$ cat src/rtl/csr_master_pkg.sv
// csr_master_pkg: shared widths, request record and FSM states for the CSR bus master
package csr_master_pkg;
    localparam int AW = 5;
    localparam int DW = 8;

    typedef struct packed {
        logic          write;
        logic [AW-1:0] addr;
        logic [DW-1:0] wdata;
    } csr_req_t;

    typedef enum logic [2:0] {IDLE, ACCESS, RB_ACCESS, WAIT, RSP} csr_mst_state_e;
endpackage

$ cat src/rtl/csr_req_fifo.sv
// csr_req_fifo: synchronous request FIFO, power-of-two depth, pointers wrap naturally
module csr_req_fifo
    import csr_master_pkg::*;
#(
    parameter int DEPTH = 4
) (
    input  logic                     clk,
    input  logic                     rst,
    input  logic                     push,
    input  csr_req_t                 din,
    input  logic                     pop,
    output csr_req_t                 dout,
    output logic                     full,
    output logic                     empty,
    output logic [$clog2(DEPTH):0]   count
);
    localparam int PW = $clog2(DEPTH);

    csr_req_t        mem [DEPTH];
    logic [PW-1:0]   wp, rp;
    logic            do_push, do_pop;

    assign do_push = push && !full;
    assign do_pop  = pop && !empty;
    assign full    = count == (PW+1)'(DEPTH);
    assign empty   = count == '0;
    assign dout    = mem[rp];

    // storage needs no reset; only entries below count are ever read
    always_ff @(posedge clk)
        if (do_push) mem[wp] <= din;

    // pointers and occupancy
    always_ff @(posedge clk) begin
        if (rst) begin
            wp    <= '0;
            rp    <= '0;
            count <= '0;
        end else begin
            if (do_push) wp <= wp + 1'b1;
            if (do_pop)  rp <= rp + 1'b1;
            count <= count + {{PW{1'b0}}, do_push} - {{PW{1'b0}}, do_pop};
        end
    end
endmodule

$ cat src/rtl/csr_bus_master.sv
// csr_bus_master: queues read/write requests and runs them as single-cycle CSR bus accesses
// Optional CSR_MASTER_READBACK_EN: every write is verified by a readback access, mismatch flags rsp_err
module csr_bus_master
    import csr_master_pkg::*;
#(
    parameter int AW        = csr_master_pkg::AW,
    parameter int DW        = csr_master_pkg::DW,
    parameter int REQ_DEPTH = 4
) (
    input  logic          clk,
    input  logic          rst,
    input  logic          req_valid,
    output logic          req_ready,
    input  logic          req_write,
    input  logic [AW-1:0] req_addr,
    input  logic [DW-1:0] req_wdata,
    output logic          rsp_valid,
    input  logic          rsp_ready,
    output logic          rsp_write,
    output logic [DW-1:0] rsp_rdata,
    output logic          rsp_err,
    output logic          bus_en,
    output logic          bus_we,
    output logic [AW-1:0] bus_addr,
    output logic [DW-1:0] bus_wdata,
    input  logic [DW-1:0] bus_rdata
);
    csr_req_t                        in_req, head;
    logic                            full, empty, pop;
    logic [$clog2(REQ_DEPTH):0]      count;
    csr_mst_state_e                  state, next;

    assign in_req    = {req_write, req_addr, req_wdata};
    assign req_ready = count != ($clog2(REQ_DEPTH)+1)'(REQ_DEPTH);
    assign pop       = !empty && (state == IDLE || (state == RSP && rsp_ready));
    assign rsp_valid = state == RSP;

    csr_req_fifo #(.DEPTH(REQ_DEPTH)) u_fifo (
        .clk   (clk),
        .rst   (rst),
        .push  (req_valid && !full),
        .din   (in_req),
        .pop   (pop),
        .dout  (head),
        .full  (full),
        .empty (empty),
        .count (count)
    );

    // state register
    always_ff @(posedge clk)
        state <= rst ? IDLE : next;

    // next-state: a response handshake chains straight into the next queued access
    always_comb begin
        next = state;
        case (state)
            IDLE:      next = empty ? IDLE : ACCESS;
`ifdef CSR_MASTER_READBACK_EN
            ACCESS:    next = bus_we ? RB_ACCESS : WAIT;
            RB_ACCESS: next = WAIT;
`else
            ACCESS:    next = bus_we ? RSP : WAIT;
`endif
            WAIT:      next = RSP;
            RSP:       next = !rsp_ready ? RSP : empty ? IDLE : ACCESS;
            default:   next = IDLE;
        endcase
    end

    // bus and response registers; bus fields hold between strobes
    always_ff @(posedge clk) begin
        if (rst) begin
            bus_en    <= 1'b0;
            bus_we    <= 1'b0;
            bus_addr  <= '0;
            bus_wdata <= '0;
            rsp_write <= 1'b0;
            rsp_rdata <= '0;
        end else begin
            bus_en <= next == ACCESS || next == RB_ACCESS;
            if (pop) begin
                bus_we    <= head.write;
                bus_addr  <= head.addr;
                bus_wdata <= head.wdata;
                rsp_write <= head.write;
                rsp_rdata <= '0;
            end
            if (next == RB_ACCESS) bus_we <= 1'b0;
            if (state == WAIT) rsp_rdata <= bus_rdata;
        end
    end

`ifdef CSR_MASTER_READBACK_EN
    // readback compare against the data that was just written
    always_ff @(posedge clk) begin
        if (rst || pop) rsp_err <= 1'b0;
        else if (state == WAIT) rsp_err <= rsp_write && (bus_rdata != bus_wdata);
    end
`else
    assign rsp_err = 1'b0;
`endif
endmodule
$ cat config.mk
export PLATFORM = sky130hd
export DESIGN_NAME = csr_bus_master
export DESIGN_NICKNAME = d
export VERILOG_FILES = /design/src/rtl/csr_master_pkg.sv /design/src/rtl/csr_req_fifo.sv /design/src/rtl/csr_bus_master.sv
export SDC_FILE = /design/constraint.sdc
export NUM_CORES = 1
export LEC_CHECK = 0
export BUFFER_PORTS_ARGS = -buffer_cell sky130_fd_sc_hd__clkbuf_2
export CORE_UTILIZATION = 56
export DETAILED_ROUTE_END_ITERATION = 12
export GPL_ROUTABILITY_DRIVEN = 0
export HOLD_SLACK_MARGIN = 0.08
export PLACE_DENSITY = 0.79
export SLEW_MARGIN = 20
export SYNTH_ARGS = -nofsm -noshare
export SYNTH_HDL_FRONTEND = slang
export SYNTH_HIERARCHICAL = 1
export SYNTH_SLANG_ARGS = --single-unit
$ cat constraint.sdc
create_clock -name clk -period 3.1 [get_ports clk]
set_input_delay 0.62 -clock clk [delete_from_list [all_inputs] [get_ports clk]]
set_output_delay 0.62 -clock clk [all_outputs]
set_load 0.02 [all_outputs]
==> flow_summary.ini <==
[clocking]
clock_sink_count = 92
cts.reportedPaths.clkPinSlew_ns = 0.09
tritoncts.num_buffers = 9
cts_resized = 0
max-clock-path-buffers = 2
ctsHtreeMaxLevel = 3
post_cts_hold_buffer_count = 0
tritoncts = done
cts_post_setup_buffers_inserted = 0
cts-root-buf = sky130_fd_sc_hd__clkbuf_8
worstSkewPairLatency_ns = 0.35

[timing]
timing.setup.tns_ns = 0
timing.max_slew.rel_slack_pct = 49.8
report.final.hold_viol_count = 0
report.final.slew_viol_count = 0
grt_setup_unrepaired = false
fmax_mhz = 357
setup_viol = 0
post_route_clock_period_utilization_pct = 90.4
final.min_clock_period_ns = 2.80
postLayoutSetupSlackWorst_ns = 0.297
worst_slew_pin_slew_ns = 0.753
setup_clock_skew_after_layout_ns = 0.00654

[routing]
avgRoutedWirePerCell_um = 15.9
detailedRoute.firstIterationViolations = 139
post_drt_via_cell_ratio = 5.40
dr.pass1.iters = 4
antenna_left = 0
route.vias.total = 1978
drt_wl_total_mm = 5.82
drcViolationCount = 0

[setup_path]
top_delay_family_on_crit_path = simple AND/OR/NAND/NOR gates
worstSetupStartpointType = flip-flop
timing.critical_path.to_type = flip-flop
cpPeakStageDelay_ns = 0.45
cp.required_ns = 3.32
timing.critical_path.cells = nor3_2 -> or3_4 -> nor2_1 -> o31ai_2 -> inv_1 -> ha_1 -> inv_1 -> ha_1 -> fa_1 -> xnor2_1 -> xnor2_1 -> nor2_1
critical_path.n_buffers_inverters = 2
criticalPathCategory = reg -> reg
slowest_stage = sky130_fd_sc_hd__nor3_2
worst-path-max-fanout = 15
timing.critical_path.arrival_ns = 3.02

[final_layout]
nets = 319
antenna-diode-count = 0
post_route_cells_drive_above_1_share_pct = 32.0
fillcell_total = 416
layout-area-overhead-vs-synth_pct = 15.3
utilization_pct = 68.0

[floorplan]
die_x_um = 81.7
coreArea_mm2 = 0.00603
row_count = 28
num_io_pins = 53
floorplan.die.height_um = 81.7
die_area_mm2 = 0.00667
start_util_pct = 59.0

[logic_synthesis]
post-synth-top-count-cell = sky130_fd_sc_hd__edfxtp_1
synth_top_cell_area_share_pct = 47.3
ys_ff_latch = 92
synth_enable_flop_cells = 56
yosys-top-cells-area = sky130_fd_sc_hd__edfxtp_1 (47%), sky130_fd_sc_hd__dfxtp_1 (20%), sky130_fd_sc_hd__mux4_2 (8.9%)
postSynthCellCount = 234
synth_top_cells_by_count = sky130_fd_sc_hd__edfxtp_1 (56), sky130_fd_sc_hd__dfxtp_1 (36), sky130_fd_sc_hd__a21oi_1 (15), sky130_fd_sc_hd__o21ai_1 (15), sky130_fd_sc_hd__mux4_2 (14)
mappedNetlistNets = 267
netlist.top_cell.by_area = sky130_fd_sc_hd__edfxtp_1
synth.yosys.seq_area_share_pct = 67.5
synth.cell_area_mm2 = 0.00356
synth-warning-count = 6
post_synth_arst_share_pct = 0
most_common_flop_cell_mapped_by_yosys = sky130_fd_sc_hd__edfxtp_1
synthDistinctLibCells = 39
syn_avg_cell_area_um2 = 15.2

[global_route]
fraction_of_met1_tracks_used_by_global_routing_pct = 24.3
overflow = 0
track_usage_pct = 19.6
number_of_antenna_violations_at_the_first_check_in_global_routing = 0
grt_pass1_wl_mm = 8.98
grt_util_met3_pct = 6.56
grt_max_degree = 29
grt_pass1_vias = 1799
grt_use_met2_pct = 31.6
globalRoute.busiestLayer = met2

[power]
static-leakage-power_uw = 0.00151
power_density_mw_per_mm2 = 898
finalPower_uw = 3680
power.ir.vdd_worst_uv = 560

[run]
maxCapViolCount = 0

[place]
place_hpwl_mm = 3.88
dp_worst_setup_slack_ns = 0.335
place.port_buffers = 51

[hold_path]
hold_path.class = reg -> reg

[outcome]
outcome = completed
[per-stage QoR]
stage / hold WS [ns] / cell area [um^2] / std cells
floorplan: 0.459 / 3560 / 234
global placement: 0.455 / 3850 / 350
detailed placement: 0.451 / 3850 / 350
CTS: 0.457 / 4100 / 366
global route: 0.464 / 4100 / 366
finish: 0.453 / 4100 / 366
[placed cells by master (no fill, tap or decap), drive strengths merged, types with 2 or more instances in the layout]
cell type  instances
nand2b             4
a21oi             15
buf                2
clkinv             2
nor2               8
nand3             13
nor4               3
xnor2              2
clkbuf            60
nand2              4
a22o               8
dfxtp             36
ha                 6
o21ai             17
or3                3
bufinv             3
edfxtp            56
and2               4
nor2b              3
inv               10
mux4              14
nor3               3
nor3b              3
[area by class of cell]
class                   count  area [um^2]  area share, %
clock inverters             7          124           3.02
inverters                   9         33.8          0.824
multi-input cells         121         1050           25.7
well taps                  75         93.8           2.29
repair buffers             53          270           6.59
clock buffers               9          124           3.02
flip-flops and latches     92         2400           58.6
[final timing paths]
check	from	end	slack [ns]	depth (start not counted)
worst max-delay path	u_fifo/count[1]	u_fifo/count[2]	0.30	12
worst max register to register	u_fifo/count[1]	u_fifo/count[2]	0.30	12
worst min-delay path	rsp_write	rsp_write	0.45	2
worst min register to register	rsp_write	rsp_write	0.45	2
[logic make-up (layout without fill, tap and decap cells)]
kind of cell,after synthesis,count (layout),share of synthesized area (%)
flip-flops,92,92,67.5
AND/OR/NAND/NOR,53,53,9.81
AO/OA/AOI/OAI,42,42,7.11
buffers and inverters,21,78,2.88
multiplexers,15,15,9.15
adder cells (fa/ha/maj),7,7,2.67
XOR/XNOR,3,3,0.739
other,1,1,0.105
[worst register-to-register path, cell delays in order (launching register included)]
cell and delay, ns:
sky130_fd_sc_hd__dfxtp_1 0.38, sky130_fd_sc_hd__nor3_2 0.45, sky130_fd_sc_hd__or3_4 0.32, sky130_fd_sc_hd__nor2_1 0.12, sky130_fd_sc_hd__o31ai_2 0.10, sky130_fd_sc_hd__inv_1 0.07, sky130_fd_sc_hd__ha_1 0.27, sky130_fd_sc_hd__inv_1 0.04
sky130_fd_sc_hd__ha_1 0.18, sky130_fd_sc_hd__fa_1 0.38, sky130_fd_sc_hd__xnor2_1 0.17, sky130_fd_sc_hd__xnor2_1 0.14, sky130_fd_sc_hd__nor2_1 0.05
[layer usage]
metal / routed length [um] / share of wire [%]
met5: 0 / 0
met4: 40 / 0.69
met3: 325 / 5.6
met2: 2780 / 48
met1: 2680 / 46
[report_power, final]
group | switching (uW) | internal, uW
registers | 173 | 1530
logic | 585 | 452
clock network | 405 | 540
[state kept, by name, summed over array words and instances, names as in the netlist, 2 cells and up, named ones only]
signal / count
u_fifo/wp: 2
u_fifo/rp: 2
u_fifo/mem: 56
bus_wdata: 8
state: 3
u_fifo/count: 3
rsp_rdata: 8
bus_addr: 5
Power figures use the tool's default switching activity.
